==> src/rtl/split_rr_arbiter.sv <==
// split_rr_arbiter
//   Bus arbiter for NUM_MASTERS masters and NUM_SLAVES slaves. It offers
//   fixed-priority or round-robin selection, split-transaction parking with
//   top-priority resume, and a watchdog that reclaims the bus from a hung owner.
//   Flow: IDLE -> ARB (one cycle) -> BUSY -> IDLE. Every output is registered.
// Ports:
//   clk, reset        rising-edge clock; asynchronous active-high reset
//   mode              0 = fixed priority, 1 = round-robin (sampled in IDLE)
//   request           per-master level request
//   slave_select      master i target at [i*SLAVE_LEN +: SLAVE_LEN]
//   trans_done        owner's transaction-complete pulse
//   split_en          per-slave split request/hold
//   grant             one-hot grant, held through BUSY
//   granted_slave     target of the current owner
//   arbiter_busy      high in ARB
//   bus_busy          high in BUSY
//   split_pending     master parked on a split slave
//   timeout_err       one-cycle pulse on watchdog release
module split_rr_arbiter #(
    parameter int NUM_MASTERS = 4,
    parameter int NUM_SLAVES  = 3,
    parameter int SLAVE_LEN   = 2,
    parameter int TIMEOUT     = 255,
    parameter int TIMEOUT_W   = 8
) (
    input  logic                             clk,
    input  logic                             reset,
    input  logic                             mode,
    input  logic [NUM_MASTERS-1:0]           request,
    input  logic [NUM_MASTERS*SLAVE_LEN-1:0] slave_select,
    input  logic                             trans_done,
    input  logic [NUM_SLAVES-1:0]            split_en,
    output logic [NUM_MASTERS-1:0]           grant,
    output logic [SLAVE_LEN-1:0]             granted_slave,
    output logic                             arbiter_busy,
    output logic                             bus_busy,
    output logic [NUM_MASTERS-1:0]           split_pending,
    output logic                             timeout_err
);

    localparam int PTR_W = $clog2(NUM_MASTERS);

    typedef enum logic [1:0] {IDLE, ARB, BUSY} state_t;

    state_t                                  state;
    logic                                    mode_q;
    logic [PTR_W-1:0]                        rr_ptr;
    logic [PTR_W-1:0]                        owner;
    logic [TIMEOUT_W-1:0]                    wd;
    logic [NUM_MASTERS-1:0][SLAVE_LEN-1:0]   parked_slave;
    logic [NUM_MASTERS-1:0]                  resume;

    logic [NUM_MASTERS-1:0][SLAVE_LEN-1:0]   tgt;
    logic [NUM_MASTERS-1:0]                  blocked;
    logic [NUM_MASTERS-1:0]                  elig;
    logic [(1<<SLAVE_LEN)-1:0]               split_pad;
    logic                                    win_found;
    logic [PTR_W-1:0]                        win;
    logic [PTR_W-1:0]                        owner_next;
    logic                                    rel_done, rel_split, rel_to;

    // split_en widened to the full select range so any select value indexes safely
    always_comb begin
        split_pad = '0;
        split_pad[NUM_SLAVES-1:0] = split_en;
    end

    // Eligibility: requesting, not parked, in-range target, target not parked by someone else
    always_comb begin
        tgt     = '0;
        blocked = '0;
        elig    = '0;
        for (int i = 0; i < NUM_MASTERS; i++) begin
            tgt[i] = slave_select[i*SLAVE_LEN +: SLAVE_LEN];
            for (int j = 0; j < NUM_MASTERS; j++)
                if (j != i && split_pending[j] && parked_slave[j] == tgt[i])
                    blocked[i] = 1'b1;
            elig[i] = request[i] && !split_pending[i] && !blocked[i] &&
                      ({1'b0, tgt[i]} < (SLAVE_LEN+1)'(NUM_SLAVES));
        end
    end

    // Winner: resumed masters first, then fixed or round-robin order.
    // Descending loops let the lowest index / nearest-to-pointer candidate win.
    always_comb begin
        int idx;
        idx       = 0;
        win_found = 1'b0;
        win       = '0;
        for (int i = NUM_MASTERS-1; i >= 0; i--)
            if (elig[i] && resume[i]) begin
                win_found = 1'b1;
                win       = PTR_W'(i);
            end
        if (!win_found) begin
            if (!mode_q) begin
                for (int i = NUM_MASTERS-1; i >= 0; i--)
                    if (elig[i]) begin
                        win_found = 1'b1;
                        win       = PTR_W'(i);
                    end
            end else begin
                for (int k = NUM_MASTERS-1; k >= 0; k--) begin
                    idx = (int'(rr_ptr) + k) % NUM_MASTERS;
                    if (elig[idx]) begin
                        win_found = 1'b1;
                        win       = PTR_W'(idx);
                    end
                end
            end
        end
    end

    assign owner_next = (owner == PTR_W'(NUM_MASTERS-1)) ? '0 : owner + PTR_W'(1);

    // BUSY exit causes, ordered: normal release beats park beats watchdog
    assign rel_done  = trans_done || !request[owner];
    assign rel_split = !rel_done && split_pad[granted_slave];
    assign rel_to    = !rel_done && !rel_split && (wd == TIMEOUT_W'(TIMEOUT-1));

    always_ff @(posedge clk or posedge reset) begin
        if (reset) begin
            state         <= IDLE;
            mode_q        <= 1'b0;
            rr_ptr        <= '0;
            owner         <= '0;
            wd            <= '0;
            parked_slave  <= '0;
            resume        <= '0;
            grant         <= '0;
            granted_slave <= '0;
            arbiter_busy  <= 1'b0;
            bus_busy      <= 1'b0;
            split_pending <= '0;
            timeout_err   <= 1'b0;
        end else begin
            timeout_err <= 1'b0;

            // Unpark runs in every state; several masters may resume together
            for (int i = 0; i < NUM_MASTERS; i++)
                if (split_pending[i] && !split_pad[parked_slave[i]]) begin
                    split_pending[i] <= 1'b0;
                    resume[i]        <= 1'b1;
                end

            case (state)
                IDLE: begin
                    if (|elig) begin
                        state        <= ARB;
                        arbiter_busy <= 1'b1;
                        mode_q       <= mode;
                    end
                end
                ARB: begin
                    arbiter_busy <= 1'b0;
                    if (win_found) begin
                        state         <= BUSY;
                        grant         <= NUM_MASTERS'(1) << win;
                        granted_slave <= tgt[win];
                        owner         <= win;
                        bus_busy      <= 1'b1;
                        wd            <= '0;
                        resume[win]   <= 1'b0;
                    end else begin
                        state <= IDLE;
                    end
                end
                BUSY: begin
                    wd <= wd + TIMEOUT_W'(1);
                    if (rel_split) begin
                        split_pending[owner] <= 1'b1;
                        parked_slave[owner]  <= granted_slave;
                    end
                    if (rel_to)
                        timeout_err <= 1'b1;
                    if (rel_done || rel_split || rel_to) begin
                        state         <= IDLE;
                        grant         <= '0;
                        granted_slave <= '0;
                        bus_busy      <= 1'b0;
                        wd            <= '0;
                        if (mode_q)
                            rr_ptr <= owner_next;
                    end
                end
                default: state <= IDLE;
            endcase
        end
    end

endmodule

==> config.mk <==
export PLATFORM = sky130hd
export DESIGN_NAME = split_rr_arbiter
export DESIGN_NICKNAME = d
export VERILOG_FILES = /design/src/rtl/split_rr_arbiter.sv
export SDC_FILE = /design/constraint.sdc
export NUM_CORES = 1
export LEC_CHECK = 0
export ABC_CLOCK_PERIOD_IN_PS = 2670
export CAP_MARGIN = 30
export CORE_MARGIN = 4
export CORE_UTILIZATION = 45
export DETAILED_ROUTE_END_ITERATION = 12
export PLACE_DENSITY_LB_ADDON = 0.08
export SYNTH_ARGS = -nofsm -noshare
export SYNTH_HDL_FRONTEND = slang
export SYNTH_SLANG_ARGS = --single-unit
==> constraint.sdc <==
create_clock -name clk -period 2.67 [get_ports clk]
set_input_delay 0.267 -clock clk [delete_from_list [all_inputs] [get_ports clk]]
set_output_delay 0.267 -clock clk [all_outputs]
set_load 0.005 [all_outputs]
==> summary by stage, run 1 <==
Outcome
The run finished with clean final reports.

Layout
The total number of nets in the final design is ~350. The library cell used most frequently in the layout, excluding fill and tap cells, is sky130_fd_sc_hd__dfrtp_1. In the layout the commonest cells are 39 x sky130_fd_sc_hd__dfrtp_1, 37 x sky130_fd_sc_hd__nand2_1, 34 x sky130_fd_sc_hd__buf_4. The share of post-route cells with drive strength above 1 is between 10% and 20%. The count of inserted antenna diode cells is 0. Compared with the post-synthesis result, the final layout area differs by 30.6%.

Clock tree
The number of clock sinks is 40. The number of buffers added for setup after CTS is 0. The longest clock path from root to sink contains 2 buffers. The CTS tree is done. The total CTS buffers is 5.

After clock tree synthesis, the clock-pin slew on the worst setup and hold paths is roughly 0.080 ns. The number of H-tree branching levels is 2. After clock tree synthesis, the flow added hold-fix buffers numbering 0. The library cell used as clock root buffer is sky130_fd_sc_hd__clkbuf_8. At the later pin of the worst-skew pair, clock insertion delay measures around 0.29 ns.

Logic synthesis
The area of the mapped netlist is 2450 um2. After synthesis, the mean cell area works out to between 9 and 10 um2. The flip-flop cell with the highest count after synthesis is sky130_fd_sc_hd__dfrtp_1. The number of warning messages in the yosys log is 0.

The async set-reset flop share out of synthesis is 100%. The number of flops mapped to enable cells by yosys is 0. The part of the Yosys area used for sequential elements is about two fifths.

In this run, distinct cell masters in the synthesized netlist total 43. In the synthesized netlist, the number of instances is between 200 and 300. The net count after synthesis is around 290. After synthesis the netlist holds a flip-flop and latch count of 40.

Floorplanning
The starting density of the core is 47.2%. The floorplan step set the die height to between 80 and 90 um. The horizontal extent of the die is a little over 80 um. The full die area is approximately 6700 um2. The core region is between 5000 and 6000 um2. The I/O pin count is 32.

Row generation in the floorplan step produced 26 rows.

Placed design
The count of input and output buffers is 31. The estimated wirelength of the detail-placed design is ~5000 um. At the end of routability-driven placement, the weighted congestion stood at ~0.89.

Before CTS, the worst setup slack after placement is -0.320 ns.

Routing
The total via count after detailed routing is around 2100. The remaining number of nets flagged by the antenna check after routing is 0. The number of vias per cell is about 5.4.

The detailed router's first-iteration violation count is 144. The routed wirelength normalized by instance count is around 17 um. The final layout contains routed wiring with a total length of 6470 um.

For this run, the detailed router's first-pass iteration total came to 4. For this run, design rule violations remaining after detail routing come to 0.

Power
In this run the static leakage power is about 1.5 nW. For this design the ratio of total power to cell area is around 840 nW/um2. The worst-case IR drop observed on VDD is around 0.40 mV.

Timing
The sum of negative setup slack is 0 ns. The minimum setup slack in the final design is roughly 0.088 ns. The final cycle utilization of the critical path is between 90% and 100%. The actual transition at the worst max-transition pin is roughly 0.53 ns. The final count of hold timing violations is 0. The final period demand of the worst path is 2.58 ns. The number of slew-limit violations in the final report is 0. The clock arrives with about 0.010 ns of skew. Setup violations remaining at the end of the flow were counted as 0. The worst max-slew margin expressed relative to the limit is between 60% and 70%. Hold is met by 0.393 ns.

Timing would allow up to a little under 0.4 GHz.

GRT
The total routing resource utilization after global routing is 21.9%. The first global-routing pass estimated ~11000 um of wire. The initial antenna violation count is 0.

The total grt overflow is 0. The via count of the first global-routing pass came to between 2000 and 2500. Entering global routing, the biggest net connects 41 pins.

Worst setup path
For this run, the slowest stage of the critical path takes 0.57 ns. The worst setup path is launched from a register. At the worst endpoint, the arrival time is around 2.8 ns. The critical path start-end classification is register to register. Traced cell by cell, the critical path runs through buf_4 > xnor2_1 > nand3_1 > and4_1 > and2_1 > or3b_1 > or4_4 > o221ai_1. The cell with the biggest individual delay on the critical path is sky130_fd_sc_hd__or4_4. The required time reported for the critical path endpoint is 2.86 ns. The worst setup path is captured at a register. The largest driver fanout on the critical path is 5.

Hold path
The tightest min-delay check is of the input port to async pin type.

Flow run
Max-cap violations in this run came to 0.
-- Yosys cell counts (2+ instances only) --
master	number	area, um2
sky130_fd_sc_hd__o221ai_1	2	17.5
sky130_fd_sc_hd__and3_1	5	31.3
sky130_fd_sc_hd__inv_1	12	45.0
sky130_fd_sc_hd__nand2_1	37	139
sky130_fd_sc_hd__nor2b_1	7	43.8
sky130_fd_sc_hd__o31ai_1	3	22.5
sky130_fd_sc_hd__mux2i_1	9	90.1
sky130_fd_sc_hd__clkbuf_1	2	7.51
sky130_fd_sc_hd__dfrtp_1	40	1000
sky130_fd_sc_hd__mux2_2	7	78.8
sky130_fd_sc_hd__a21oi_1	8	40.0
sky130_fd_sc_hd__xnor2_1	20	175
sky130_fd_sc_hd__buf_2	11	55.1
sky130_fd_sc_hd__o21ai_0	12	60.1
sky130_fd_sc_hd__and4_1	3	26.3
sky130_fd_sc_hd__nand3_1	13	65.1
sky130_fd_sc_hd__a21o_1	4	30.0
sky130_fd_sc_hd__nor3_1	2	10.0
sky130_fd_sc_hd__xor2_1	10	87.6
sky130_fd_sc_hd__o22a_1	4	35.0
sky130_fd_sc_hd__ha_1	6	75.1
sky130_fd_sc_hd__and2_1	2	12.5
sky130_fd_sc_hd__clkbuf_2	2	10.0
sky130_fd_sc_hd__nor2_1	21	78.8
sky130_fd_sc_hd__nand4_1	4	25.0
-- power by group --
group          switching [mW]  internal (mW)  total, mW
clock network           0.211          0.330      0.541
registers               0.222          0.770      0.992
logic                   0.542          0.611       1.15
total                   0.975           1.71       2.69
-- cell type report --
cell class	count	area [um2]
well taps	70	87.6
flip-flops and latches	40	1000
fillers	470	2000
repair buffers	65	576
clock buffers	7	96.3
multi-input cells	197	1370
inverters	12	45.0
clock inverters	1	30.0
-- worst paths after layout --
path | startpoint | slack, ns | depth (start not counted) | endpoint
setup / recovery | parked_slave[4] | 0.09 | 8 | granted_slave[1]
hold / removal | reset | 0.39 | 3 | resume[3]
setup reg to reg | parked_slave[4] | 0.09 | 8 | granted_slave[1]
hold reg to reg | bus_busy | 0.49 | 2 | bus_busy
max in group asynchronous | reset | 1.90 | 3 | parked_slave[7]
min in group clk | bus_busy | 0.49 | 2 | bus_busy
-- repair_timing --
item,CTS,global route
resized for setup,2,13
setup endpoints to repair,1,9
gates cloned,0,0
pin swaps,0,1
-- flip-flops by register name (all words and copies together), names as in the netlist, 2 cells and up --
| register | count |
|---|---|
| parked_slave | 8 |
| wd | 8 |
| grant | 4 |
| resume | 4 |
| split_pending | 4 |
| granted_slave | 2 |
| owner | 2 |
| rr_ptr | 2 |
| state | 2 |
-- critical path, delay by kind of cell, from the launching register on --
kind	cells	cell delay, ns
buffers and inverters	1	0.17
xor gates and xnor gates	1	0.15
AOI/OAI and AO/OA	1	0.26
and+or+nand+nor	5	1.47
DFF	1	0.44
-- metrics by stage --
stage	util (%)	instance area (um2)	cells	power, mW
2_1_floorplan	-	2450	264	1.63
3_3_place_gp	58.3	3040	384	2.09
3_5_place_dp	58.3	3040	384	2.10
4_1_cts	60.7	3160	392	2.65
5_1_grt	61.6	3210	392	2.89
6_report	61.6	3210	392	2.69
-- per-layer routing --
| layer | wire length (um) | up-vias | GRT usage, % |
|---|---|---|---|
| met1 | 3080 | 1011 | 32.0 |
| met4 | 121 | 0 | 5.98 |
| met3 | 479 | 14 | 4.93 |
| li1 | - | 1025 | - |
| met5 | 0 | - | 0 |
| met2 | 2790 | 72 | 32.5 |
-- kinds of logic (layout without fill, tap and decap cells) --
family                     count (synthesis)  count (layout)  synth area share (%)
and+or+nand+nor                          101             101                  20.3
AOI/OAI and AO/OA                         43              43                  12.6
DFF                                       40              40                  40.8
xor gates and xnor gates                  30              30                  10.7
buffers and inverters                     27              85                  4.79
muxes                                     17              17                  7.80
adders and majority gates                  6               6                  3.06
(Power assumes the default switching activity.)
==> run 2, diff against run 1 <==
- CORE_MARGIN: 4 -> 10
==> run 2 against run 1 <==
Utilization down 1.1 points. Sequential share of layout area grew 0.77 points. Global-route usage fell by 6.4 points. Via count shrank 1.6%. Worst hold slack better by 0.0087 ns. Die area rose by 31%. Clock power is 2% lower. Count of clock-buffer cells in the layout fell by 1. Critical path type unchanged. Critical endpoint is now resume[3]. Largest cell class unchanged. Highest routed layer unchanged.
==> summary by stage, run 2 (same netlist as run 1, synthesis figures left out) <==
GRT
Global routing consumed, over all layers together, approximately 16% of the routing resources. The initial antenna violation count came to 0. For this run the aggregate overflow at the end of global routing stands at 0. Entering global routing, the biggest net connects 41 pins. The first global-routing pass estimated 10900 um of wire. The via count of the first global-routing pass came to between 2000 and 2500.

Clock tree
The clock drives 40 sinks. The clock transition at the registers of the reported paths is about 0.080 ns. The number of buffers inserted for hold repair after clock tree synthesis is 0. The clock passes through at most 2 buffers. The total CTS buffers is 5. The number of H-tree branching levels is 2. The clock reaches the later pin of the worst-skew pair after roughly 0.29 ns. The CTS tree is done.

The cell sitting at the root of the clock tree is a sky130_fd_sc_hd__clkbuf_8.

Floorplanning
Measured along the x axis, the die boundary spans approximately 94 um. The core region is ~5200 um2. The full die area is approximately 9000 um2. The die span in y is approximately 94 um.

The starting density of the core is a little under half. The I/O pin count is 32. Row generation in the floorplan step produced 26 rows.

Routing
The detailed router's first-iteration violation count is between 150 and 200. In the routed layout, each cell is associated on average with a via count of 5.43. The number of iterations in the first detailed-routing pass is 4. In the final routed layout, each cell accounts on average for approximately 17 um. For this block, the via count after detailed routing is roughly 2100.

The detail route stage leaves a number of antenna-violating nets equal to 0. The post-detailed-route DRC marker count is 0. The total wire length after detailed routing is approximately 6600 um.

Layout
The most common library cell in the layout ignoring fill and taps is sky130_fd_sc_hd__nand2_1. In the final layout, the registers with the most flip-flops are parked_slave x8, wd x8. The share of post-route cells with drive strength above 1 is roughly 18%. The synthesis-to-layout area growth is 28.3%.

Cells fill roughly 60% of the core in the end. The number of antenna diodes in the final layout is 0. The fill cell instance count of the final layout is 471.

At the end of the flow, the number of nets in the layout was approximately 340. The library cells used most frequently in the layout, excluding fill and tap cells, are 37 x sky130_fd_sc_hd__nand2_1, 34 x sky130_fd_sc_hd__dfrtp_1, 26 x sky130_fd_sc_hd__buf_4.

Power
Dividing total power by cell area gives a power density of roughly 830 nW/um2. The leakage power total is ~1.4 nW. The combinational share of power is about two fifths.

The clock share of power is 20.2%. The sequential fraction of design power is 37.8%. Across the VDD grid, the largest voltage drop is ~0.46 mV. Cell internal power was estimated by the tool at between 1.5 and 2 mW. For this design the total switching power over the nets is 0.969 mW. The switching power share of the total is roughly 37%.

Outcome
The flow ran to the end, and the final reports show no timing, DRC or antenna violations.

Hold path
The class of the tightest hold or removal check is input port to async pin.

Timing
The final cycle utilization of the critical path is 94.8%. The actual transition at the worst max-transition pin is around 0.53 ns. The final count of hold timing violations is 0. The worst max-slew margin expressed relative to the limit is ~65%. The sum of negative setup slack is 0 ns. The smallest clock period supported by the final layout is computed as 2.53 ns. The fmax is ~0.4 GHz. On the final layout, the worst clock skew is 0.00280 ns. The setup violation total in the final timing report is 0.

The number of slew-limit violations in the final report came to 0.

Worst setup path
The worst setup path is launched from a register. STA classifies the critical path endpoint as a register. The largest incremental delay on the critical path is about 0.6 ns. The required time reported for the critical path endpoint is ~2.9 ns.

The signal on the critical path passes through xnor2_1 > nand3_1 > and4_1 > and2_1 > or3b_1 > or4_4 > nor2_2 > nor2_1. The worst setup path is of the register to register kind. The largest driver fanout on the critical path is 6. Data arrives at the worst endpoint at 2.72 ns. The worst register-to-register path has a depth of 8. The cell with the biggest individual delay on the critical path is sky130_fd_sc_hd__or4_4.

Placed design
Detailed placement ended at an HPWL of around 5100 um. Input and output buffers added on the ports amount to 31. Routability-driven placement finished with a final weighted congestion of between 0.9 and 1.

Flow run
Across the run, the number of max-cap violations was 0.
[run 2: changes by cell type in the layout (fill, tap and decap cells not counted), sizes merged]
| cell | before | now |
|---|---|---|
| dlymetal6s2s | 5 | 8 |
| clkdlybuf4s50 | 24 | 23 |
| buf | 34 | 26 |
| clkinv | 0 | 1 |
| clkbuf | 7 | 6 |
| dlygate4sd2 | 2 | 0 |
[run 2: power by group through the flow]
stage / sequential, mW / clock (mW) / combinational, mW
3_3_place_gp: 0.998 / 0 / 1.06
6_report: 0.994 / 0.532 / 1.10
2_1_floorplan: 0.886 / 0 / 0.741
5_1_grt: 1.03 / 0.571 / 1.22
4_1_cts: 0.984 / 0.541 / 1.08
3_5_place_dp: 0.992 / 0 / 1.07
[run 2: timing repair]
item,4_1_cts,5_1_grt
buffers inserted,0,0
resized for setup,0,20
hold endpoints to repair,0,0
endpoints found under the setup margin,0,13
[run 2: through the flow]
stage	total power [mW]	instances	worst slack, ns	hold slack [ns]	area [um2]
after floorplan	1.63	264	0.307	0.419	2450
after detailed placement	2.07	376	-0.293	0.469	2980
final	2.63	384	0.138	0.402	3150
after global placement	2.06	376	-0.291	0.460	2980
after CTS	2.61	384	0.0140	0.420	3100
after global routing	2.82	384	-0.0135	0.450	3150
[run 2: layout make-up]
type | count | area [um2] | area share, %
multi-input combinational | 197 | 1360 | 43.2
timing repair buffer | 57 | 526 | 16.7
sequential | 40 | 1010 | 32.0
inverter | 12 | 45.0 | 1.43
tap | 70 | 87.6 | 2.78
clock buffer | 6 | 82.6 | 2.62
clock inverter | 2 | 38.8 | 1.23
[run 2: worst paths after layout]
path                                  from               to  slack [ns]
max                        parked_slave[4]        resume[3]        0.14
min                                  reset  parked_slave[7]        0.40
max reg2reg                parked_slave[4]        resume[3]        0.14
min reg2reg                       grant[3]         grant[3]        0.48
max in group asynchronous            reset  parked_slave[1]        1.89
min in group clk                  grant[3]         grant[3]        0.48
[run 2: critical path: cells and delay by family, from the launching register on]
family | cells | cell delay [ns]
XOR/XNOR | 1 | 0.18
AND/OR/NAND/NOR | 7 | 1.77
flip-flops | 1 | 0.47
[run 2: metal layers]
metal	part of all wire, %	vias to the layer above	track usage, %
met5	0	-	0
met1	48	1022	22.0
met4	0.86	0	3.29
met3	7.2	7	4.88
li1	-	1005	-
met2	44	53	22.4
